==> src/rtl/rv32_pkg.sv <==
// ----------------------------------------------------------------------------
// rv32_pkg
// Shared RV32I decode definitions: major opcode values and the immediate
// format encoding used by the immediate generator and its consumers.
// No ports (package).
// ----------------------------------------------------------------------------
package rv32_pkg;

   // Major opcodes, instr[6:0]
   localparam logic [6:0] OPC_OP_IMM = 7'b0010011;
   localparam logic [6:0] OPC_LOAD   = 7'b0000011;
   localparam logic [6:0] OPC_JALR   = 7'b1100111;
   localparam logic [6:0] OPC_STORE  = 7'b0100011;
   localparam logic [6:0] OPC_BRANCH = 7'b1100011;
   localparam logic [6:0] OPC_LUI    = 7'b0110111;
   localparam logic [6:0] OPC_AUIPC  = 7'b0010111;
   localparam logic [6:0] OPC_JAL    = 7'b1101111;
   localparam logic [6:0] OPC_SYSTEM = 7'b1110011;

   // Immediate format code, 3 bits
   typedef enum logic [2:0] {
      FMT_NONE = 3'd0,
      FMT_I    = 3'd1,
      FMT_S    = 3'd2,
      FMT_B    = 3'd3,
      FMT_U    = 3'd4,
      FMT_J    = 3'd5,
      FMT_Z    = 3'd6
   } imm_fmt_e;

endpackage : rv32_pkg

==> src/rtl/imm_gen_dec.sv <==
// ----------------------------------------------------------------------------
// imm_gen_dec
// Combinational opcode -> immediate format decoder.
// Optional feature macro: IMM_GEN_ZICSR_EN
//   defined     : SYSTEM with funct3[2]=1 (immediate CSR ops) decodes as Z
//   not defined : every SYSTEM word decodes as I, Z is never produced
// Ports:
//   opcode     in  7  instr[6:0]
//   funct3_msb in  1  instr[14]
//   fmt        out 3  decoded format (imm_fmt_e)
// ----------------------------------------------------------------------------
module imm_gen_dec
   import rv32_pkg::*;
(
   input  logic [6:0] opcode,
   input  logic       funct3_msb,
   output imm_fmt_e   fmt
);

`ifndef IMM_GEN_ZICSR_EN
   // funct3 only matters for the CSR-immediate split
   logic w_unused_funct3_msb;
   assign w_unused_funct3_msb = funct3_msb;
`endif

   // Opcode to format lookup; anything unrecognised is NONE
   always_comb begin
      fmt = FMT_NONE;
      case (opcode)
         OPC_OP_IMM,
         OPC_LOAD,
         OPC_JALR:   fmt = FMT_I;
         OPC_SYSTEM: begin
`ifdef IMM_GEN_ZICSR_EN
            if (funct3_msb) begin
               fmt = FMT_Z;
            end else begin
               fmt = FMT_I;
            end
`else
            fmt = FMT_I;
`endif
         end
         OPC_STORE:  fmt = FMT_S;
         OPC_BRANCH: fmt = FMT_B;
         OPC_LUI,
         OPC_AUIPC:  fmt = FMT_U;
         OPC_JAL:    fmt = FMT_J;
         default:    fmt = FMT_NONE;
      endcase
   end

endmodule : imm_gen_dec

==> src/rtl/imm_gen.sv <==
// ----------------------------------------------------------------------------
// imm_gen
// RV32I decode-stage immediate generator. Produces the extended immediate and
// its format combinationally, plus a registered copy for the ID/EX boundary.
// Optional feature macro: IMM_GEN_ZICSR_EN (zero-extended CSR uimm, format Z).
// Ports:
//   clk         in   1   rising-edge clock
//   rst         in   1   asynchronous active-high reset
//   instr       in   32  raw instruction word
//   instr_valid in   1   instr carries a real instruction this cycle
//   imm         out  32  combinational immediate
//   fmt         out  3   combinational format code
//   imm_q       out  32  imm captured when instr_valid
//   fmt_q       out  3   fmt captured when instr_valid
//   valid_q     out  1   instr_valid delayed one cycle
// ----------------------------------------------------------------------------
module imm_gen
   import rv32_pkg::*;
#(
   parameter int XLEN = 32
)(
   input  logic            clk,
   input  logic            rst,
   input  logic [XLEN-1:0] instr,
   input  logic            instr_valid,
   output logic [XLEN-1:0] imm,
   output logic [2:0]      fmt,
   output logic [XLEN-1:0] imm_q,
   output logic [2:0]      fmt_q,
   output logic            valid_q
);

   if (XLEN != 32) begin : g_xlen_check
      $error("imm_gen: only XLEN=32 is supported");
   end

   imm_fmt_e        w_fmt;
   logic [31:0]     w_imm;
   logic            w_sign;
   logic [31:0]     r_imm_q;
   logic [2:0]      r_fmt_q;
   logic            r_valid_q;

   // funct3[1:0] never affects the immediate
   logic w_unused_funct3_lo;
   assign w_unused_funct3_lo = ^instr[13:12];

   assign w_sign = instr[31];

   imm_gen_dec u_dec (
      .opcode     (instr[6:0]),
      .funct3_msb (instr[14]),
      .fmt        (w_fmt)
   );

   // Format-selected field assembly and extension
   always_comb begin
      w_imm = 32'h0000_0000;
      case (w_fmt)
         FMT_I:   w_imm = {{20{w_sign}}, instr[31:20]};
         FMT_S:   w_imm = {{20{w_sign}}, instr[31:25], instr[11:7]};
         FMT_B:   w_imm = {{19{w_sign}}, instr[31], instr[7], instr[30:25],
                           instr[11:8], 1'b0};
         FMT_U:   w_imm = {instr[31:12], 12'h000};
         FMT_J:   w_imm = {{11{w_sign}}, instr[31], instr[19:12], instr[20],
                           instr[30:21], 1'b0};
         // Only reachable when the decoder emits Z
         FMT_Z:   w_imm = {27'h000_0000, instr[19:15]};
         FMT_NONE: w_imm = 32'h0000_0000;
         default: w_imm = 32'h0000_0000;
      endcase
   end

   assign imm = w_imm;
   assign fmt = w_fmt;

   // ID/EX capture: valid always follows, payload holds on bubbles
   always_ff @(posedge clk or posedge rst) begin
      if (rst) begin
         r_imm_q   <= 32'h0000_0000;
         r_fmt_q   <= 3'd0;
         r_valid_q <= 1'b0;
      end else begin
         r_valid_q <= instr_valid;
         if (instr_valid) begin
            r_imm_q <= w_imm;
            r_fmt_q <= w_fmt;
         end
      end
   end

   assign imm_q   = r_imm_q;
   assign fmt_q   = r_fmt_q;
   assign valid_q = r_valid_q;

endmodule : imm_gen

==> config.mk <==
export PLATFORM = sky130hd
export DESIGN_NAME = imm_gen
export DESIGN_NICKNAME = d
export VERILOG_FILES = /design/src/rtl/rv32_pkg.sv /design/src/rtl/imm_gen_dec.sv /design/src/rtl/imm_gen.sv
export SDC_FILE = /design/constraint.sdc
export NUM_CORES = 1
export LEC_CHECK = 0
export BUFFER_PORTS_ARGS = -buffer_cell sky130_fd_sc_hd__buf_2
export CORE_ASPECT_RATIO = 0.8
export CORE_MARGIN = 8
export CORE_UTILIZATION = 48
export CTS_BUF_LIST = sky130_fd_sc_hd__clkbuf_16
export CTS_CLUSTER_SIZE = 28
export DETAILED_ROUTE_END_ITERATION = 7
export PLACE_DENSITY_LB_ADDON = 0.25
export SETUP_SLACK_MARGIN = 0.02
export SLEW_MARGIN = 20
export SYNTH_ARGS = -nofsm -noshare
export SYNTH_HDL_FRONTEND = slang
export SYNTH_SLANG_ARGS = --single-unit
export TNS_END_PERCENT = 20
==> constraint.sdc <==
create_clock -name clk -period 3.81 [get_ports clk]
set_input_delay 0.762 -clock clk [delete_from_list [all_inputs] [get_ports clk]]
set_output_delay 0.762 -clock clk [all_outputs]
set_load 0.005 [all_outputs]
==> impl_metrics.csv <==
group,metric,value,unit
status,outcome,"finished, final reports clean",
sta,fin_skew,0,ns
final_layout,nFillCells,352,
routing,finalWirelength,5520,um
yosys,synth_compound_area_frac,0.2134,
worst_setup_path,startpoint_type,"input port",
sta,fin_tns_setup,0,ns
sta,worst_slack,0.7450,ns
yosys,synth-simple-area-share,0.2385,
yosys,synth_top_family_by_area,"simple AND/OR/NAND/NOR gates",
sta,slew_violations,0,
placed_design,dpl.cell_count,352,
sta,tightestPinTransition,0.6337,ns
placed_design,gp_congestion,0.8611,
sta,min_period,3.065,ns
global_route,grt_overflow,0,
power,pwr-share-seq,0.443,
clock_network,cts_sinks,36,
power,leakage,0.001572,uW
routing,postRouteAntennaNets,0,
power,switching_share,0.2481,
worst_setup_path,path_cells,"buf_2 > nand4bb_4 > or2_4 > inv_2 > or3_1 > and2_1 > buf_2",
worst_setup_path,required,3.05,ns
routing,vias,1887,
clock_network,cts_root_buf,"clkbuf_16",
yosys,ys_types,35,
yosys,synthTopCellsByCount,"dfrtp_1 (36), nand2_1 (35), nor2_1 (18), a31oi_1 (17), nor2b_1 (14)",
global_route,grt_pass1_wl,8728,um
clock_network,cts.path.max_buffers,2,
worst_setup_path,crit_type,"input port to output port",
global_route,grt_usage,0.1738,
global_route,grtUsageMet1,0.2179,
placed_design,dp_hpwl,4166,um
floorplanning,die_w,86.33,um
final_layout,final_nets,339,
placed_design,place_ws,0.7674,ns
yosys,seq_area_frac_synth,0.4743,
sta,max_freq,0.3263,GHz
global_route,gr-usage-met2,0.2733,
global_route,grt_use_met3,0.06321,
final_layout,diodes,0,
yosys,yosysWarnings,0,
final_layout,final_util,0.6845,
yosys,synth-adder-area-share,0,
floorplanning,num_io_pins,106,
yosys,synth_area_per_cell,9.403,sq um
run,maxCapViolCount,0,
clock_network,numCtsBuffers,5,
routing,wl_per_cell,15.33,um
clock_network,cts.reportedPaths.clkPinSlew,0.05,ns
clock_network,ctsHoldBuffers,0,
floorplanning,die_h,72.26,um
final_layout,synthToLayoutAreaGrowth,37.09,%
sta,grt_setup_unrepaired,"false",
sta,period_share,0.8045,
clock_network,cts_tree,"yes",
global_route,grt_pass1_vias,1781,
clock_network,cts-htree-levels,2,
worst_setup_path,cp-end-kind,"output port",
floorplanning,core_area,0.003804,sq mm
yosys,synth_area,0.001899,sq mm
yosys,yosysTopAreaCell,"dfrtp_1",
yosys,synth.most_common_cell,"dfrtp_1",
clock_network,post_cts_buffers,0,
worst_setup_path,slowest_stage,"or3_1",
yosys,synth_edf_count,0,
final_layout,regArea,900.9,sq um
yosys,synth_area_leaders,"dfrtp_1 (47%), nand2_1 (6.9%), a31oi_1 (5.6%)",
yosys,async_flop_share,1.000,
final_layout,multi_input_area,912.1,sq um
sta,hold_viol_final,0,
sta,max-slew-margin-rel,0.5775,
power,switchingPower,230.2,uW
worst_setup_path,crit_fanout,12,
yosys,synth_xor_area_frac,0.004611,
worst_setup_path,cpPeakStageDelay,0.38,ns
power,internal_power,697.7,uW
placed_design,portBuffers,105,
final_layout,final-instance-count-excl-fill,360,
power,power_frac_comb,0.132,
routing,drc,0,
sta,setup_viol,0,
yosys,muxShareOfSynthArea,0.02372,
global_route,grt_max_degree,38,
clock_network,clock_latency,0.27,ns
power,peakVddDrop,0.2477,mV
yosys,synth_ff_type,"dfrtp_1",
min_path,hold_path.class,"register to register",
routing,viasPerCell,5.242,
floorplanning,start_util,0.4993,
worst_setup_path,cpMostUsedCell,"buf_2",
routing,drt_pass1_iterations,4,
yosys,synthCells,202,
clock_network,cts_resized,0,
floorplanning,die-area,0.006238,sq mm
yosys,synth_seq_cells,36,
global_route,busiest_layer,"met2",
yosys,yosysTopAreaCellShare,0.4743,
worst_setup_path,worstPathArrival,2.30,ns
global_route,grt_antenna_before_repair,0,
final_layout,drive_gt1_frac,0.4426,
floorplanning,fp-row-count,20,
routing,drtIter0Drc,117,
yosys,synth_nets,237,
power,clockPowerShare,0.424,
power,power_density,356.4,mW/mm^2
per-layer routing:
metal / share of wire / up-vias
li1: - / 922
met1: 0.45 / 889
met2: 0.46 / 72
met3: 0.092 / 4
met4: 0.0053 / 0
met5: 0 / -
stage by stage:
stage	power (uW)	area (sq um)	hold slack, ns
3_5_place_dp	541.8	2460	0.4907
4_1_cts	935.8	2604	0.5086
6_report	927.9	2604	0.5009
2_1_floorplan	476.1	1899	0.5055
3_3_place_gp	539.3	2460	0.4841
5_1_grt	965.5	2604	0.5175
cell usage in the layout, fill, tap and decap left out, types with 2 or more instances in the layout:
master	n
buf_2	105
dfrtp_1	36
nand2_1	35
nor2_1	18
a31oi_1	17
nor2b_1	14
a21o_1	10
a311o_1	8
and2_1	6
a31o_2	6
nand3_1	5
clkbuf_16	5
buf_4	5
nor3_1	4
mux2_2	4
inv_1	3
nand2b_1	2
o21ai_0	2
clkinv_2	2
final cells by class:
class                   instances  share of cell area
inverters                       4            0.005766
multi-input cells             147              0.3503
well taps                      55             0.02643
clock buffers                   5             0.04805
flip-flops and latches         36              0.3460
clock inverters                 3            0.007208
repair buffers                110              0.2162
power groups by stage:
stage	Clock, uW	Combinational, uW	Sequential [uW]
floorplan	0	56.0	420
global route	415	137	413
global placement	0	122	417
finish	394	123	411
detailed placement	0	124	418
CTS	400	125	411
logic make-up (layout without fill, tap and decap cells):
| group | Yosys count | after routing |
|---|---|---|
| xor gates and xnor gates | 1 | 1 |
| buffers and inverters | 19 | 122 |
| AOI/OAI and AO/OA | 51 | 51 |
| muxes | 4 | 4 |
| DFF | 36 | 36 |
| and+or+nand+nor | 91 | 91 |
state kept, by name (all words and copies together), names as in the netlist:
signal / flops
fmt_q: 3
valid_q: 1
imm_q: 32
path summary, 6_finish.rpt:
kind                                start         to  slack (ns)  depth (start not counted)
worst min-delay path            imm_q[31]  imm_q[31]        0.50                          1
min in group asynchronous             rst   imm_q[7]        0.58                          3
worst max-delay path             instr[3]     imm[7]        0.74                          7
worst min register to register  imm_q[31]  imm_q[31]        0.50                          1
max in group asynchronous             rst  imm_q[13]        2.90                          3
worst max register to register  imm_q[18]  imm_q[18]        2.90                          2
critical path, delay by kind of cell:
kind / cells / cell delay [ns]
buffers and inverters: 3 / 0.43
and+or+nand+nor: 4 / 1.10
No activity file was read; power rests on OpenSTA's default activity.
